$ cat config.mk
export PLATFORM = sky130hd
export DESIGN_NAME = pcs_receive_flat
export DESIGN_NICKNAME = d
export VERILOG_FILES = /design/src/rtl/pcs_receive_if.sv /design/src/rtl/pcs_receive.sv /design/src/flat_wrapper.sv
export SDC_FILE = /design/constraint.sdc
export NUM_CORES = 1
export LEC_CHECK = 0
export CAP_MARGIN = 20
export CORE_MARGIN = 2
export CORE_UTILIZATION = 45
export DETAILED_ROUTE_END_ITERATION = 16
export PLACE_DENSITY_LB_ADDON = 0.2
export SLEW_MARGIN = 15
export SYNTH_ARGS = -nofsm -noshare
export SYNTH_HDL_FRONTEND = slang
export SYNTH_SLANG_ARGS = --single-unit
$ cat constraint.sdc
create_clock -name clk -period 3.4 [get_ports clk]
set_input_delay 0.68 -clock clk [delete_from_list [all_inputs] [get_ports clk]]
set_output_delay 0.68 -clock clk [all_outputs]
set_load 0.01 [all_outputs]
$ cat src/rtl/pcs_receive_if.sv
// Receive-side bundle between the code-group decoder and the MAC-facing PCS receive logic.
//   master: decoder side; drives sync_status, rx_code, rx_is_k and rx_code_err, and observes
//           the GMII-style outputs and the frame counters.
//   slave : pcs_receive; consumes the code-groups and drives rxd, rx_dv, rx_er, receiving,
//           good_frames and bad_frames.
interface pcs_receive_if #(
  parameter int unsigned CNT_W = 16
);
  logic             sync_status;
  logic [7:0]       rx_code;
  logic             rx_is_k;
  logic             rx_code_err;
  logic [7:0]       rxd;
  logic             rx_dv;
  logic             rx_er;
  logic             receiving;
  logic [CNT_W-1:0] good_frames;
  logic [CNT_W-1:0] bad_frames;

  modport master (
    output sync_status, rx_code, rx_is_k, rx_code_err,
    input  rxd, rx_dv, rx_er, receiving, good_frames, bad_frames
  );

  modport slave (
    input  sync_status, rx_code, rx_is_k, rx_code_err,
    output rxd, rx_dv, rx_er, receiving, good_frames, bad_frames
  );
endinterface

$ cat src/rtl/pcs_receive.sv
// 1000BASE-X PCS receive state machine.
// Strips idle and framing ordered sets from decoded, aligned code-groups and presents a
// GMII-style receive stream (rxd/rx_dv/rx_er) with good/bad frame counters.
// Ports:
//   clk   : clock
//   reset : synchronous, active-low reset
//   bus   : pcs_receive_if.slave
//           in : sync_status, rx_code[7:0], rx_is_k, rx_code_err
//           out: rxd[7:0], rx_dv, rx_er, receiving, good_frames, bad_frames (CNT_W wide)
// All outputs are registered; the response to a code-group appears one cycle later.
module pcs_receive #(
  parameter int unsigned CNT_W = 16
) (
  input logic          clk,
  input logic          reset,
  pcs_receive_if.slave bus
);

  localparam logic [7:0] KComma = 8'hBC;  // K28.5
  localparam logic [7:0] KStart = 8'hFB;  // K27.7 /S/
  localparam logic [7:0] KTerm  = 8'hFD;  // K29.7 /T/
  localparam logic [7:0] KCarry = 8'hF7;  // K23.7 /R/
  localparam logic [7:0] DPre   = 8'h55;  // preamble byte replacing /S/

  typedef enum logic [5:0] {
    StWaitSync = 6'b000001,
    StIdleK    = 6'b000010,
    StIdleD    = 6'b000100,
    StReceive  = 6'b001000,
    StEndR     = 6'b010000,
    StExtend   = 6'b100000
  } state_e;

  state_e           state_q, state_d;
  logic [7:0]       rxd_q, rxd_d;
  logic             rx_dv_q, rx_dv_d;
  logic             rx_er_q, rx_er_d;
  logic             err_flag_q, err_flag_d;
  logic [CNT_W-1:0] good_q, good_d;
  logic [CNT_W-1:0] bad_q, bad_d;

  logic is_comma, is_start, is_term, is_carry;

  assign is_comma = bus.rx_is_k && (bus.rx_code == KComma);
  assign is_start = bus.rx_is_k && (bus.rx_code == KStart);
  assign is_term  = bus.rx_is_k && (bus.rx_code == KTerm);
  assign is_carry = bus.rx_is_k && (bus.rx_code == KCarry);

  always_ff @(posedge clk) begin
    if (!reset) begin
      state_q    <= StWaitSync;
      rxd_q      <= 8'h00;
      rx_dv_q    <= 1'b0;
      rx_er_q    <= 1'b0;
      err_flag_q <= 1'b0;
      good_q     <= '0;
      bad_q      <= '0;
    end else begin
      state_q    <= state_d;
      rxd_q      <= rxd_d;
      rx_dv_q    <= rx_dv_d;
      rx_er_q    <= rx_er_d;
      err_flag_q <= err_flag_d;
      good_q     <= good_d;
      bad_q      <= bad_d;
    end
  end

  always_comb begin
    state_d    = state_q;
    rxd_d      = 8'h00;
    rx_dv_d    = 1'b0;
    rx_er_d    = 1'b0;
    err_flag_d = err_flag_q;
    good_d     = good_q;
    bad_d      = bad_q;

    if (!bus.sync_status) begin
      // Loss of lock overrides everything; a frame in flight is lost.
      state_d = StWaitSync;
      if (state_q == StReceive) begin
        bad_d = bad_q + 1'b1;
      end
    end else begin
      unique case (state_q)
        StWaitSync: state_d = StIdleK;
        StIdleK: begin
          if (is_comma) begin
            state_d = StIdleD;
          end else if (is_start) begin
            state_d    = StReceive;
            rxd_d      = DPre;
            rx_dv_d    = 1'b1;
            err_flag_d = 1'b0;
          end
        end
        StIdleD: state_d = StIdleK;
        StReceive: begin
          // A code error wins over any decoded meaning of the byte.
          if (!bus.rx_code_err && !bus.rx_is_k) begin
            rxd_d   = bus.rx_code;
            rx_dv_d = 1'b1;
          end else if (!bus.rx_code_err && is_term) begin
            state_d = StEndR;
            if (err_flag_q) begin
              bad_d = bad_q + 1'b1;
            end else begin
              good_d = good_q + 1'b1;
            end
          end else if (!bus.rx_code_err && is_comma) begin
            state_d = StIdleD;
            rx_er_d = 1'b1;
            bad_d   = bad_q + 1'b1;
          end else begin
            rxd_d      = bus.rx_code;
            rx_dv_d    = 1'b1;
            rx_er_d    = 1'b1;
            err_flag_d = 1'b1;
          end
        end
        StEndR: state_d = is_carry ? StExtend : StIdleK;
        StExtend: begin
          if (is_carry) begin
            state_d = StExtend;
          end else if (is_comma) begin
            state_d = StIdleD;
          end else begin
            state_d = StIdleK;
          end
        end
        default: state_d = StWaitSync;
      endcase
    end
  end

  assign bus.rxd         = rxd_q;
  assign bus.rx_dv       = rx_dv_q;
  assign bus.rx_er       = rx_er_q;
  assign bus.receiving   = (state_q == StReceive) || (state_q == StEndR) || (state_q == StExtend);
  assign bus.good_frames = good_q;
  assign bus.bad_frames  = bad_q;

endmodule

$ cat src/flat_wrapper.sv
// flat-port wrapper written by rule: the top's interface ports become plain ports
module pcs_receive_flat 
#(
  parameter int unsigned CNT_W = 16
)
  (clk, reset, bus_sync_status, bus_rx_code, bus_rx_is_k, bus_rx_code_err, bus_rxd, bus_rx_dv, bus_rx_er, bus_receiving, bus_good_frames, bus_bad_frames);
  pcs_receive_if #(.CNT_W(CNT_W)) bus_i ();
  input logic clk;
  input logic reset;
  input wire logic [$bits(bus_i.sync_status)-1:0] bus_sync_status;
  input wire logic [$bits(bus_i.rx_code)-1:0] bus_rx_code;
  input wire logic [$bits(bus_i.rx_is_k)-1:0] bus_rx_is_k;
  input wire logic [$bits(bus_i.rx_code_err)-1:0] bus_rx_code_err;
  output wire logic [$bits(bus_i.rxd)-1:0] bus_rxd;
  output wire logic [$bits(bus_i.rx_dv)-1:0] bus_rx_dv;
  output wire logic [$bits(bus_i.rx_er)-1:0] bus_rx_er;
  output wire logic [$bits(bus_i.receiving)-1:0] bus_receiving;
  output wire logic [$bits(bus_i.good_frames)-1:0] bus_good_frames;
  output wire logic [$bits(bus_i.bad_frames)-1:0] bus_bad_frames;
  assign bus_i.sync_status = bus_sync_status;
  assign bus_i.rx_code = bus_rx_code;
  assign bus_i.rx_is_k = bus_rx_is_k;
  assign bus_i.rx_code_err = bus_rx_code_err;
  assign bus_rxd = bus_i.rxd;
  assign bus_rx_dv = bus_i.rx_dv;
  assign bus_rx_er = bus_i.rx_er;
  assign bus_receiving = bus_i.receiving;
  assign bus_good_frames = bus_i.good_frames;
  assign bus_bad_frames = bus_i.bad_frames;
  pcs_receive #(.CNT_W(CNT_W)) u_core (.clk(clk), .reset(reset), .bus(bus_i));
endmodule
==> metrics.txt <==
final core utilization=62.9%; clock buffer depth=2; worst min path class=register to register; GRT overflow=0; # rows=25; P per Cell Area=349 mW/mm^2; CP max FO=8; fmax=348 MHz; worst flop-to-flop path endpoint=u_core.bus.good_frames[15]; area delta synth->final=32.5%; crit path kind=register to output pin; FF-to-FF path depth=5; gpl congestion=0.894; clock latency on the worst-skew pair=300 ps; FF/Latch Area=981 sq um; fraction of the mapped netlist area in simple logic gates=34.5%; fin. max-slew vios=0; Worst Clk Skew=12.2 ps; Switching Fraction=20.9%; final hold violations=0; DRC errors left=0; routed wire length=5.36 mm; startpoint types=register; Post-Syn Instances=272; Seq pwr share=54.5%; main flop type after synthesis=dfxtp_1; Crit. Startpoint=u_core.state_q[3]; internal power=838 uW; Die Height=75.3 um; input/output buffers=55; TritonCTS clock tree=yes; outcome=finished, final reports clean; area occupied by multi-input gates=0.00124 sq mm; Slew HR=39.2%; Comb power frac=4.9%; DRC marker count from the first detailed-route iteration=136; wire per inst=13.5 um; CP Data Required Time=2720 ps; post-route setup TNS=0 ps; Worst Hold Path Cells=2; Synth area leaders=dfxtp_1 (43%), xnor2_1 (6.5%), nor2_1 (4.4%); CTS-repair resized insts=0; maximum vdd ir drop=0.000178 V; period utilization=84.4%; FF+latch count, synth=49; Placement Setup Slack=393 ps; Post-DP HPWL=3.86 mm; CTS Root Cell=clkbuf_8; worst setup path end=bus_receiving; Initial Utilization=47.5%; ANT nets after route=0; layout cell share with drive strength beyond 1=5.14%; Post-synth top cells=dfxtp_1 (49), nor2_1 (27), nand2_1 (22), a21oi_1 (18); post-CTS setup buffers=0; mux share of post-synthesis cell area=0.876%; final setup vio count=0; Seq/Total Area, Yosys=42.9%; warnings from Yosys=0; number of global-route vias before repair=1872; Via-to-Cell Ratio=5.45; Clk pwr share=40.6%; core box area=0.00482 sq mm; Worst R2R Start=u_core.state_q[3]; DR pass1 iterations=4; most numerous cell in the Yosys netlist=dfxtp_1; Adder-Cell Fraction of Synth Area=1.09%; TritonCTS Buffers=5; transition time of the tightest slew-check pin=911 ps; Worst-path clk slew=90 ps; CTS Sinks=49; die area=0.00567 sq mm; CTS H-tree lvls=2; largest family of logic cells by synthesized area=simple AND/OR/NAND/NOR gates; R2R setup slack=970 ps; # fillers=454; antenna cells=0; crit path time final=2870 ps; Post-synth EDFFs=0; first-pass GRT wire length=8.54 mm; post-synthesis xor/xnor area fraction=8.05%; Arrival @ worst endpoint=2190 ps; fin worst setup slack=529 ps; Yosys top cell area share=42.9%; Design Power=1060 uW; Syn Area/Cell=8.40 sq um; Critical Path End Type=output pin; Final nets=345; area leader, netlist=dfxtp_1; synthesized area=0.00229 sq mm; largest net degree at the start of global routing=31; I/O pin total=56; gr usage total=19.6%; switching power=221 uW; cts hold-fix bufs=0; fraction of registers with async set or reset after synthesis=0%; syn_nets=287; post-synth cell types=42; RSZ-0062 raised after global routing=no; initial antenna violation count=0; max-cap viol count=0; Vias=2171; static leakage=0.000949 uW; Synth Area in Compound Gates=9.80%; Die X=75.3 um
## kinds of logic (layout without fill, tap and decap cells)
kind of cell | Yosys count | count (layout)
flops | 49 | 49
fa+ha+maj | 2 | 2
xor+xnor | 21 | 21
simple gates | 144 | 144
buf+inv | 15 | 74
mux | 2 | 2
compound gates | 39 | 39
## worst max-delay path, cell delays in order, from the launching register on
cell and delay [ps]:
dfxtp_1 400, or3b_1 460, or2_2 390, nand2_1 100
clkdlybuf4s50_1 530
## registers in the layout (all words and copies together) (netlist names)
| signal | cells |
|---|---|
| u_core.bus.bad_frames | 16 |
| u_core.bus.good_frames | 16 |
| u_core.bus.rx_dv | 1 |
| u_core.bus.rx_er | 1 |
| u_core.bus.rxd | 8 |
| u_core.err_flag_q | 1 |
| u_core.state_q | 6 |
## final cells by class
type	count	share of cell area, %
Tap cell	67	2.77
Timing Repair Buffer	59	19.2
Clock inverter	1	0.991
Clock buffer	7	2.85
Sequential cell	49	32.4
Multi-Input combinational cell	208	41.0
Inverter	7	0.867
## cells in the final DEF, fill, tap and decap left out, types with 8 or more instances in the layout
cell / Yosys / layout
and2_1: 8 / 8
nand3_1: 15 / 15
nand2_1: 22 / 22
nor3_1: 17 / 17
a21oi_1: 18 / 18
xnor2_1: 17 / 17
o21ai_0: 11 / 11
or3_1: 11 / 11
clkdlybuf4s50_1: 0 / 55
nand4_1: 11 / 11
nor2_1: 27 / 27
dfxtp_1: 49 / 49
## how the worst min path moves through the flow
stage | start | end | slack, ps
after floorplan | u_core.bus.bad_frames[15] | u_core.bus.bad_frames[15] | 490
after global placement | u_core.bus.bad_frames[15] | u_core.bus.bad_frames[15] | 460
after detailed placement | u_core.bus.bad_frames[15] | u_core.bus.bad_frames[15] | 470
after CTS | u_core.bus.bad_frames[15] | u_core.bus.bad_frames[15] | 480
after global routing | u_core.bus.good_frames[15] | u_core.bus.good_frames[15] | 510
final | u_core.bus.good_frames[15] | u_core.bus.good_frames[15] | 490
## metrics by stage
stage / hold slack (ps) / cell area, sq um / instances
floorplan: 486 / 2290 / 272
global placement: 456 / 2910 / 390
detailed placement: 472 / 2910 / 390
CTS: 484 / 3030 / 398
global route: 507 / 3030 / 398
finish: 490 / 3030 / 398
## power by group through the flow
stage / Sequential, uW / Combinational (uW) / Clock [uW]
2_1_floorplan: 589 / 27.2 / 0
3_3_place_gp: 590 / 50.5 / 0
3_5_place_dp: 591 / 50.9 / 0
4_1_cts: 577 / 51.3 / 442
5_1_grt: 578 / 56.0 / 465
6_report: 577 / 51.7 / 430
## per-layer routing
layer / track usage [%] / part of all wire [%] / routed length (um)
met2: 29.3 / 43 / 2310
met4: 7.41 / 1.3 / 69
met3: 4.42 / 6.3 / 340
met5: 0 / 0 / 0
met1: 27.5 / 49 / 2640
Power figures use the tool's default switching activity.
==> variant: new RTL, same flow settings <==
Encoding of `state_e`: now binary (3 bits for 6 states).
--- a/src/rtl/pcs_receive.sv
+++ b/src/rtl/pcs_receive.sv
@@ -22,13 +22,13 @@
   localparam logic [7:0] KCarry = 8'hF7;  // K23.7 /R/
   localparam logic [7:0] DPre   = 8'h55;  // preamble byte replacing /S/
 
-  typedef enum logic [5:0] {
-    StWaitSync = 6'b000001,
-    StIdleK    = 6'b000010,
-    StIdleD    = 6'b000100,
-    StReceive  = 6'b001000,
-    StEndR     = 6'b010000,
-    StExtend   = 6'b100000
+  typedef enum logic [2:0] {
+    StWaitSync = 3'd0,
+    StIdleK    = 3'd1,
+    StIdleD    = 3'd2,
+    StReceive  = 3'd3,
+    StEndR     = 3'd4,
+    StExtend   = 3'd5
   } state_e;
 
   state_e           state_q, state_d;
Function: no difference found for any inputs over 10 cycles, from zero or initial values and one cycle with reset low; not proved beyond that.
==> variant against the original RTL <==
Worst setup slack better by 0.32 ns; area after synthesis decreased by 2.6%; sequential cell count is 3 lower; clock power down 21%; sequential power down 6.1%; design area is 4.4% lower; synthesized cell count is 7.7% lower; register-to-register slack improved by 0.52 ns; wire length decreased by 6.7%; critical path depth rose by 2; total power down 13%; die area decreased by 2.4%.
==> variant: results (changes against the original RTL) <==
\begin{tabular}{lr}
\hline
Metric & Value \\
\hline
\multicolumn{2}{l}{\textbf{Placement}} \\
\quad Half-perimeter wire length after detailed placement & 3564 um (was 3857 um) \\
\quad Standard cell area after detailed placement & 2805 um\^{}2 (was 2913 um\^{}2) \\
\multicolumn{2}{l}{\textbf{Route}} \\
\quad Metal2 WL & 2238 um (was 2312 um) \\
\quad Met1 layer wirelength in the final routing & 2427 um (was 2638 um) \\
\quad Initial DRC count & 165 (was 136) \\
\quad Routed length on met3 & 302 um (was 340 um) \\
\multicolumn{2}{l}{\textbf{Synth}} \\
\quad Mux cell area share after synthesis & 0.8989\% (was 0.8758\%) \\
\quad Post-Synth Adder-Cell Area & 1.124\% (was 1.095\%) \\
\quad Unique cell type count in the Yosys netlist & 50 (was 42) \\
\quad Portion of the post-synthesis area used by sequential elements & 41.35\% (was 42.91\%) \\
\quad Leading post-synthesis cells by instance count & sky130\_fd\_sc\_hd\_\_dfxtp\_1, sky130\_fd\_sc\_hd\_\_nor2\_1, sky130\_fd\_sc\_hd\_\_a21oi\_1, sky130\_fd\_sc\_hd\_\_nand2\_1, sky130\_fd\_sc\_hd\_\_nand3\_1 (was sky130\_fd\_sc\_hd\_\_dfxtp\_1, sky130\_fd\_sc\_hd\_\_nor2\_1, sky130\_fd\_sc\_hd\_\_nand2\_1, sky130\_fd\_sc\_hd\_\_a21oi\_1) \\
\multicolumn{2}{l}{\textbf{Power}} \\
\quad Clock group total power & 339 uW (was 430 uW) \\
\quad Sequential cell fraction of total power & 58.6\% (was 54.5\%) \\
\quad Share of total power consumed by net switching & 21.80\% (was 20.86\%) \\
\quad Lkg Pwr & 0.9661 nW (was 0.9494 nW) \\
\multicolumn{2}{l}{\textbf{Finish}} \\
\quad Number of multi-input combinational cells & 185 (was 208) \\
\quad Combined area of the multi-input logic cells & 1212 um\^{}2 (was 1241 um\^{}2) \\
\quad Fraction of final layout cells with drive strength greater than 1 & 5.921\% (was 5.136\%) \\
\quad Number of inverters outside the clock class in the layout & 10 (was 7) \\
\quad Final non-clock buffer share & 19.01\% (was 19.17\%) \\
\quad Count of filler cells inserted in the layout & 449 (was 454) \\
\multicolumn{2}{l}{\textbf{Setup path}} \\
\quad Biggest fanout along the worst timing path & 11 (was 8) \\
\multicolumn{2}{l}{\textbf{Die}} \\
\quad Floorplan Core Area & 4755 um\^{}2 (was 4817 um\^{}2) \\
\multicolumn{2}{l}{\textbf{Global route}} \\
\quad Met3 track demand over resource & 4.472\% (was 4.418\%) \\
\quad Global Route met2 Usage & 27.88\% (was 29.34\%) \\
\quad GR met1 Demand/Resource & 27.80\% (was 27.49\%) \\
\multicolumn{2}{l}{\textbf{Min path}} \\
\quad Beginning of the worst hold path & u\_core.bus.bad\_frames[15] (was u\_core.bus.good\_frames[15]) \\
\multicolumn{2}{l}{\textbf{Timing}} \\
\quad Slew at the pin closest to its max-slew limit & 0.9145 ns (was 0.9112 ns) \\
\multicolumn{2}{l}{\textbf{Status}} \\
\quad Run status & finished clean (unchanged) \\
\hline
\end{tabular}
[variant: cell count changes after synthesis, moves of 5 or more]
cell                      change
sky130_fd_sc_hd__nor3_1      -11
sky130_fd_sc_hd__or3_1        -6
sky130_fd_sc_hd__xnor2_1      -8
sky130_fd_sc_hd__nor4_1       -5
sky130_fd_sc_hd__o31ai_1      +7
sky130_fd_sc_hd__nor2_1       -7
sky130_fd_sc_hd__nand2_1      -9
[variant: cells by family (layout without fill, tap and decap cells)]
family,Yosys count,count (layout)
and+or+nand+nor,116,116
AOI/OAI and AO/OA,51,51
DFF,46,46
buffers and inverters,20,73
xor gates and xnor gates,14,14
adders and majority gates,2,2
muxes,2,2
[variant: stage by stage]
step                worst slack [ns]  instances
floorplan                      1.392        251
global placement              0.6700        363
detailed placement            0.6037        363
CTS                           0.9057        371
global route                  0.7274        371
finish                        0.8523        371
